===== src/rtl/rfphoenix_thread_fetch_queue.sv =====
// rfphoenix_thread_fetch_queue
// Per-thread fetch-record FIFOs between the icache/fetch stage and decode.
// Each of NTHREADS threads owns a DEPTH-entry FIFO. One record per cycle is
// moved into a single output register, chosen round-robin among threads that
// have data and are neither stalled nor being flushed. A flush clears a
// thread's FIFO and cancels its record if it sits in the output register.
module rfphoenix_thread_fetch_queue #(
    parameter int NTHREADS = 6,
    parameter int DEPTH    = 4,
    parameter int DW       = 128,
    parameter int TIDW     = 4
) (
    input  logic                                  clk,
    input  logic                                  rst_n,
    input  logic                                  enq_v,
    input  logic [TIDW-1:0]                       enq_tid,
    input  logic [DW-1:0]                         enq_dat,
    output logic [NTHREADS-1:0]                   full,
    input  logic [NTHREADS-1:0]                   flush,
    input  logic [NTHREADS-1:0]                   stall,
    output logic                                  deq_v,
    output logic [TIDW-1:0]                       deq_tid,
    output logic [DW-1:0]                         deq_dat,
    input  logic                                  deq_rdy,
    output logic [NTHREADS*($clog2(DEPTH)+1)-1:0] cnt,
    output logic                                  err_ovf
);

    localparam int PW = $clog2(DEPTH);
    localparam int CW = PW + 1;

    logic [DW-1:0]   mem_q    [NTHREADS][DEPTH];
    logic [PW-1:0]   wr_ptr_q [NTHREADS];
    logic [PW-1:0]   wr_ptr_d [NTHREADS];
    logic [PW-1:0]   rd_ptr_q [NTHREADS];
    logic [PW-1:0]   rd_ptr_d [NTHREADS];
    logic [CW-1:0]   count_q  [NTHREADS];
    logic [CW-1:0]   count_d  [NTHREADS];

    logic [TIDW-1:0] rr_q, rr_d;
    logic            deq_v_q, deq_v_d;
    logic [TIDW-1:0] deq_tid_q, deq_tid_d;
    logic [DW-1:0]   deq_dat_q, deq_dat_d;
    logic            err_q, err_d;

    logic [NTHREADS-1:0] enq_hit;
    logic [NTHREADS-1:0] enq_acc;
    logic [NTHREADS-1:0] elig;
    logic [NTHREADS-1:0] pop_hit;
    logic                tid_ok;
    logic                tgt_full;
    logic                tgt_flush;
    logic                stage_flushed;
    logic                load_ok;
    logic                found;
    int                  win_idx;
    int                  idx;
    logic [TIDW-1:0]     win_tid;
    logic [DW-1:0]       win_dat;

    // Occupancy and full flags come straight from the per-thread counts.
    always_comb begin
        full = '0;
        cnt  = '0;
        for (int t = 0; t < NTHREADS; t++) begin
            full[t]            = (count_q[t] == CW'(DEPTH));
            cnt[t*CW +: CW]    = count_q[t];
        end
    end

    // Decode the enqueue target; a flushed target drops silently, a full or out-of-range one flags an error.
    always_comb begin
        tid_ok    = ({1'b0, enq_tid} < (TIDW+1)'(NTHREADS));
        tgt_full  = 1'b0;
        tgt_flush = 1'b0;
        enq_hit   = '0;
        for (int t = 0; t < NTHREADS; t++) begin
            enq_hit[t] = (enq_tid == TIDW'(t));
            if (enq_hit[t]) begin
                tgt_full  = full[t];
                tgt_flush = flush[t];
            end
        end
        enq_acc = (enq_v && tid_ok && !tgt_full && !tgt_flush) ? enq_hit : '0;
        err_d   = enq_v && (!tid_ok || (tgt_full && !tgt_flush));
    end

    // Round-robin pick starting one past the last winner; a flush of the staged thread frees the output register.
    always_comb begin
        stage_flushed = 1'b0;
        for (int t = 0; t < NTHREADS; t++) begin
            if (deq_tid_q == TIDW'(t)) begin
                stage_flushed = deq_v_q && flush[t];
            end
        end
        load_ok = !deq_v_q || deq_rdy || stage_flushed;

        elig = '0;
        for (int t = 0; t < NTHREADS; t++) begin
            elig[t] = (count_q[t] != '0) && !stall[t] && !flush[t];
        end

        found   = 1'b0;
        win_idx = 0;
        idx     = 0;
        for (int i = NTHREADS; i >= 1; i--) begin
            idx = int'(rr_q) + i;
            if (idx >= NTHREADS) begin
                idx = idx - NTHREADS;
            end
            for (int t = 0; t < NTHREADS; t++) begin
                if ((t == idx) && elig[t]) begin
                    found   = 1'b1;
                    win_idx = t;
                end
            end
        end

        pop_hit = '0;
        win_tid = '0;
        win_dat = '0;
        for (int t = 0; t < NTHREADS; t++) begin
            if (found && load_ok && (win_idx == t)) begin
                pop_hit[t] = 1'b1;
                win_tid    = TIDW'(t);
                win_dat    = mem_q[t][rd_ptr_q[t]];
            end
        end
    end

    // Per-thread pointer and count update; flush wins over any enqueue or pop.
    always_comb begin
        for (int t = 0; t < NTHREADS; t++) begin
            if (flush[t]) begin
                wr_ptr_d[t] = '0;
                rd_ptr_d[t] = '0;
                count_d[t]  = '0;
            end else begin
                wr_ptr_d[t] = wr_ptr_q[t] + PW'(enq_acc[t]);
                rd_ptr_d[t] = rd_ptr_q[t] + PW'(pop_hit[t]);
                count_d[t]  = count_q[t] + CW'(enq_acc[t]) - CW'(pop_hit[t]);
            end
        end
    end

    // Output register loads the winner, or empties when loadable with nothing eligible.
    always_comb begin
        deq_v_d   = deq_v_q;
        deq_tid_d = deq_tid_q;
        deq_dat_d = deq_dat_q;
        rr_d      = rr_q;
        if (load_ok) begin
            deq_v_d = found;
            if (found) begin
                deq_tid_d = win_tid;
                deq_dat_d = win_dat;
                rr_d      = win_tid;
            end
        end
    end

    // Control state with asynchronous reset; round-robin starts so thread 0 is first.
    always_ff @(posedge clk or negedge rst_n) begin
        if (!rst_n) begin
            for (int t = 0; t < NTHREADS; t++) begin
                wr_ptr_q[t] <= '0;
                rd_ptr_q[t] <= '0;
                count_q[t]  <= '0;
            end
            rr_q      <= TIDW'(NTHREADS - 1);
            deq_v_q   <= 1'b0;
            deq_tid_q <= '0;
            deq_dat_q <= '0;
            err_q     <= 1'b0;
        end else begin
            for (int t = 0; t < NTHREADS; t++) begin
                wr_ptr_q[t] <= wr_ptr_d[t];
                rd_ptr_q[t] <= rd_ptr_d[t];
                count_q[t]  <= count_d[t];
            end
            rr_q      <= rr_d;
            deq_v_q   <= deq_v_d;
            deq_tid_q <= deq_tid_d;
            deq_dat_q <= deq_dat_d;
            err_q     <= err_d;
        end
    end

    // Record storage needs no reset; validity is tracked entirely by the counts.
    always_ff @(posedge clk) begin
        for (int t = 0; t < NTHREADS; t++) begin
            if (enq_acc[t]) begin
                mem_q[t][wr_ptr_q[t]] <= enq_dat;
            end
        end
    end

    assign deq_v   = deq_v_q;
    assign deq_tid = deq_tid_q;
    assign deq_dat = deq_dat_q;
    assign err_ovf = err_q;

endmodule

===== config.mk =====
export PLATFORM = sky130hd
export DESIGN_NAME = rfphoenix_thread_fetch_queue
export DESIGN_NICKNAME = d
export VERILOG_FILES = /design/src/rtl/rfphoenix_thread_fetch_queue.sv
export SDC_FILE = /design/constraint.sdc
export NUM_CORES = 2
export LEC_CHECK = 0
export CAP_MARGIN = 20
export CORE_ASPECT_RATIO = 0.75
export CORE_MARGIN = 1.5
export CORE_UTILIZATION = 55
export CTS_CLUSTER_DIAMETER = 50
export CTS_CLUSTER_SIZE = 28
export DETAILED_ROUTE_END_ITERATION = 10
export PLACE_DENSITY_LB_ADDON = 0.25
export SYNTH_ARGS = -nofsm -noshare
export SYNTH_HDL_FRONTEND = slang
export SYNTH_SLANG_ARGS = --single-unit

===== constraint.sdc =====
create_clock -name clk -period 16.05 [get_ports clk]
set_input_delay 1.605 -clock clk [delete_from_list [all_inputs] [get_ports clk]]
set_output_delay 1.605 -clock clk [all_outputs]
set_load 0.005 [all_outputs]

==> impl_metrics.csv <==
group,metric,value,unit
global_routing,groute.usage.overall,28.6,%
sta,setup-violations-final,0,
die,design.die.area,0.229,sq mm
die,initial_utilization,55.5,%
place,place_congestion,0.842,
critical_path,critical_path.endpoint_type,"register",
cts,cts_max_path_buffers,4,
logic_synthesis,synthFlopType,"sky130_fd_sc_hd__edfxtp_1",
min_path,whs_path_depth,2,
logic_synthesis,ys_seq_elements,3249,
place,dp.cells,8651,
logic_synthesis,synthArstFlopShare,5.45,%
die,floorplan.rows,150,
pwr,power-per-cell-area,129,mW/mm^2
routing,detail_route.wl_per_cell,36.0,um
logic_synthesis,mappedNetlistNets,5770,
min_path,holdCritPathClass,"register to register",
routing,wirelength,324,mm
pwr,power,17700,uW
place,io_buffers,304,
cts,cts_num_sinks,3249,
finish,layoutNonFillerInstCount,8999,
cts,cts_tree,"yes",
outcome,status,"complete, no violations",
min_path,worstHoldEndpoint,"deq_dat[66]",
sta,normalized_max_slew_margin,20.1,%
critical_path,wp_data_required,16780,ps
logic_synthesis,synthesis.area,0.124,sq mm
pwr,power.static_leakage,0.0413,uW
routing,initialDrtViolationCount,8683,
cts,worst_setup_hold_path_clk_slew,100,ps
finish,area_growth_syn_to_layout,10.8,%
pwr,internal_power,12900,uW
routing,ant_nets,0,
sta,maxSlewViolCount,0,
critical_path,crit_path_start_kind,"register",
finish,nFillCells,15100,
critical_path,rr_endpoint,"cnt[8]",
pwr,power_switching,4760,uW
critical_path,ff2ff_path_depth,23,
sta,worst_slew_pin_slew,1200,ps
routing,drtPass1Iterations,5,
critical_path,ff2ff_setup_slack,7770,ps
place,dpl.hpwl,170,mm
cts,cts-buffers-inserted,188,
global_routing,grt_pass1_vias,61500,
logic_synthesis,synth_enable_flop_cells,3072,
critical_path,critical_path_peak_fanout,37,
sta,unrepaired_setup_endpoints_after_global_routing,"false",
critical_path,r2r_start,"rr_q[1]",
routing,drcViolationCount,0,
global_routing,first_pass_grt_wire_length,461,mm
sta,totalNegativeSetupSlack,0,ps
die,die_width,552,um
sta,final_min_period_over_clock_period,51.6,%
logic_synthesis,postSynthAreaPerCell,22.3,sq um
routing,vias,62100,
sta,fin_crit,8280,ps
logic_synthesis,yosysSeqAreaShare,77.8,%
pwr,power.sequential.fraction,55.0,%
global_routing,initial_antenna_violation_count,34,
sta,finalClockSkew,53.7,ps
critical_path,cp_data_arrival_time,9010,ps
place,placement.setup.worst_slack,7840,ps
sta,fmax,0.121,GHz
pwr,power.share.switching,26.9,%
pwr,p_comb_share,14.2,%
cts,ctsHoldBuffers,0,
routing,vias_per_cell,6.90,
logic_synthesis,synth.yosys.warnings,0,
global_routing,grt_start_max_net_pins,107,
cts,cts_root_buf,"sky130_fd_sc_hd__clkbuf_16",
die,design.core.area,0.224,sq mm
die,die_boundary_height,415,um
logic_synthesis,post_synthesis_instance_total,5570,
sta,hold_viol,0,
global_routing,gr-total-overflow,0,
die,floorplan.io_pins,306,
pwr,max-vdd-ir-drop,0.122,mV
finish,final_layout_size_suffix_gt1_share,22.3,%
pwr,share_clk_of_total_power,30.8,%
min_path,hold_path.startpoint,"deq_dat[66]",
cts,post-cts-setup-buffer-count,0,
finish,layout.nets,6078,
cts,cts-resized-gates,0,
cts,clock_latency,910,ps
cts,htree_levels,4,
critical_path,timing.setup.critical_path_class,"register to register",
run,drv.max_cap_violation_count,0,
logic_synthesis,synth.lib_cells_used.distinct,95,
sta,fin_ws,7770,ps
[metal layers]
layer | share of wire, % | vias up | track usage (%)
met4 | 2.7 | 24 | 7.04
met5 | 0.046 | - | 0
met2 | 48 | 3645 | 45.0
met3 | 10 | 486 | 5.17
met1 | 39 | 33600 | 42.1
li1 | - | 24300 | -
[layout by cell type (no fill, tap or decap), types with 27 or more instances in the layout]
master and instances:
sky130_fd_sc_hd__nand2_1 98, sky130_fd_sc_hd__clkdlybuf4s50_1 303, sky130_fd_sc_hd__clkinv_8 38, sky130_fd_sc_hd__inv_1 40, sky130_fd_sc_hd__a22oi_1 148, sky130_fd_sc_hd__nor3b_1 74, sky130_fd_sc_hd__dfrtp_1 163, sky130_fd_sc_hd__o22ai_1 85
sky130_fd_sc_hd__a21oi_1 62, sky130_fd_sc_hd__a211oi_1 39, sky130_fd_sc_hd__ha_1 46, sky130_fd_sc_hd__nor3_1 27, sky130_fd_sc_hd__inv_6 27, sky130_fd_sc_hd__o21ai_0 43, sky130_fd_sc_hd__a32oi_1 52, sky130_fd_sc_hd__edfxtp_1 3072
sky130_fd_sc_hd__clkbuf_16 190, sky130_fd_sc_hd__mux2i_1 54, sky130_fd_sc_hd__nor2_1 65, sky130_fd_sc_hd__mux4_2 769, sky130_fd_sc_hd__a31oi_1 73, sky130_fd_sc_hd__buf_4 113, sky130_fd_sc_hd__a221oi_2 40, sky130_fd_sc_hd__nor2b_1 29
[power groups by stage]
stage                     clock network (uW)  registers (uW)  logic (uW)
after global routing                    5810            9760        2650
after global placement                     0            9950        2470
after floorplan                            0            9760        1360
final                                   5450            9740        2510
after detailed placement                   0            9950        2490
after CTS                               5520            9760        2500
[metrics by stage]
stage / hold WS [ps] / cell area, sq um / util, %
4_1_cts: 527 / 138000 / 61.5
2_1_floorplan: 508 / 124000 / -
3_5_place_dp: 504 / 131000 / 58.5
6_report: 527 / 138000 / 61.5
3_3_place_gp: 513 / 131000 / 58.5
5_1_grt: 564 / 138000 / 61.5
[synthesized netlist by cell type (6+ instances only)]
library cell	instances	area, sq um
sky130_fd_sc_hd__nor2b_1	29	181
sky130_fd_sc_hd__ha_1	46	576
sky130_fd_sc_hd__xnor2_1	19	166
sky130_fd_sc_hd__o22ai_1	85	532
sky130_fd_sc_hd__nand3_1	24	120
sky130_fd_sc_hd__nand2_1	99	372
sky130_fd_sc_hd__a21o_1	12	90.1
sky130_fd_sc_hd__mux2i_1	54	541
sky130_fd_sc_hd__mux2_2	12	135
sky130_fd_sc_hd__a22oi_1	148	1110
sky130_fd_sc_hd__xor2_1	6	52.6
sky130_fd_sc_hd__a221oi_1	7	61.3
sky130_fd_sc_hd__and2_1	7	43.8
sky130_fd_sc_hd__nand2b_1	8	50.1
sky130_fd_sc_hd__o31ai_1	9	67.6
sky130_fd_sc_hd__dfrtp_1	175	4380
sky130_fd_sc_hd__nor3_1	31	155
sky130_fd_sc_hd__buf_6	8	90.1
sky130_fd_sc_hd__a211oi_1	39	293
sky130_fd_sc_hd__or3_1	9	56.3
sky130_fd_sc_hd__mux4_2	769	17300
sky130_fd_sc_hd__fa_1	6	120
sky130_fd_sc_hd__and3_1	21	131
sky130_fd_sc_hd__o221ai_1	6	52.6
sky130_fd_sc_hd__buf_4	12	90.1
sky130_fd_sc_hd__o21ai_0	43	215
sky130_fd_sc_hd__a32oi_1	52	455
sky130_fd_sc_hd__clkbuf_1	237	890
sky130_fd_sc_hd__a221oi_2	40	601
sky130_fd_sc_hd__a31oi_1	73	457
sky130_fd_sc_hd__a21oi_1	65	325
sky130_fd_sc_hd__nor3b_1	78	586
sky130_fd_sc_hd__inv_1	40	150
sky130_fd_sc_hd__nor2_1	71	267
sky130_fd_sc_hd__edfxtp_1	3072	92200
sky130_fd_sc_hd__buf_2	50	250
[layout make-up]
type / instances / area (sq um) / area share [%]
timing repair buffer: 430 / 4160 / 3.03
multi-input combinational: 1963 / 26200 / 19.1
clock inverter: 128 / 1720 / 1.25
antenna: 9 / 22.5 / 0.0164
clock buffer: 210 / 4840 / 3.52
inverter: 46 / 183 / 0.133
tap: 2964 / 3710 / 2.70
sequential: 3249 / 96700 / 70.3
[cells by family after synthesis]
group                      share of synthesized area, %
adders and majority gates                         0.560
AOI/OAI and AO/OA                                  3.85
muxes                                              14.5
DFF                                                77.8
other                                           0.00302
and+or+nand+nor                                    1.83
buffers and inverters                              1.22
xor gates and xnor gates                          0.203
[state kept, by name (all words and copies together) (netlist names)]
register  cells
mem_q      3072
deq_dat     128
cnt          18
rd_ptr_q     12
wr_ptr_q     12
rr_q          3
deq_tid       2
deq_v         1
err_ovf       1
[critical path, cell delays in order, from the launching register on]
cell and delay [ps]:
sky130_fd_sc_hd__dfrtp_1 810, sky130_fd_sc_hd__inv_1 520, sky130_fd_sc_hd__ha_1 440, sky130_fd_sc_hd__inv_1 300, sky130_fd_sc_hd__ha_1 220, sky130_fd_sc_hd__inv_1 50
sky130_fd_sc_hd__ha_1 280, sky130_fd_sc_hd__nor3b_1 460, sky130_fd_sc_hd__nand3_1 210, sky130_fd_sc_hd__a21oi_1 450, sky130_fd_sc_hd__a311oi_1 100, sky130_fd_sc_hd__a222oi_1 380
sky130_fd_sc_hd__o21a_2 570, sky130_fd_sc_hd__nand3_4 730, sky130_fd_sc_hd__or2_1 720, sky130_fd_sc_hd__inv_6 510, sky130_fd_sc_hd__ha_1 330, sky130_fd_sc_hd__inv_1 60
sky130_fd_sc_hd__ha_1 130, sky130_fd_sc_hd__inv_1 50, sky130_fd_sc_hd__fa_1 380, sky130_fd_sc_hd__xor2_1 180, sky130_fd_sc_hd__xnor2_1 140, sky130_fd_sc_hd__nor2_1 60
[how the worst max path moves through the flow]
| stage | endpoint | slack, ps | from |
|---|---|---|---|
| floorplan | mem_q[3][384] | 300 | enq_tid[1] |
| global placement | cnt[8] | 7910 | rr_q[1] |
| detailed placement | cnt[8] | 7840 | rr_q[1] |
| CTS | cnt[8] | 7850 | rr_q[1] |
| global route | cnt[8] | 7370 | rr_q[1] |
| finish | cnt[8] | 7770 | rr_q[1] |
No activity file was read; power rests on OpenSTA's default activity.
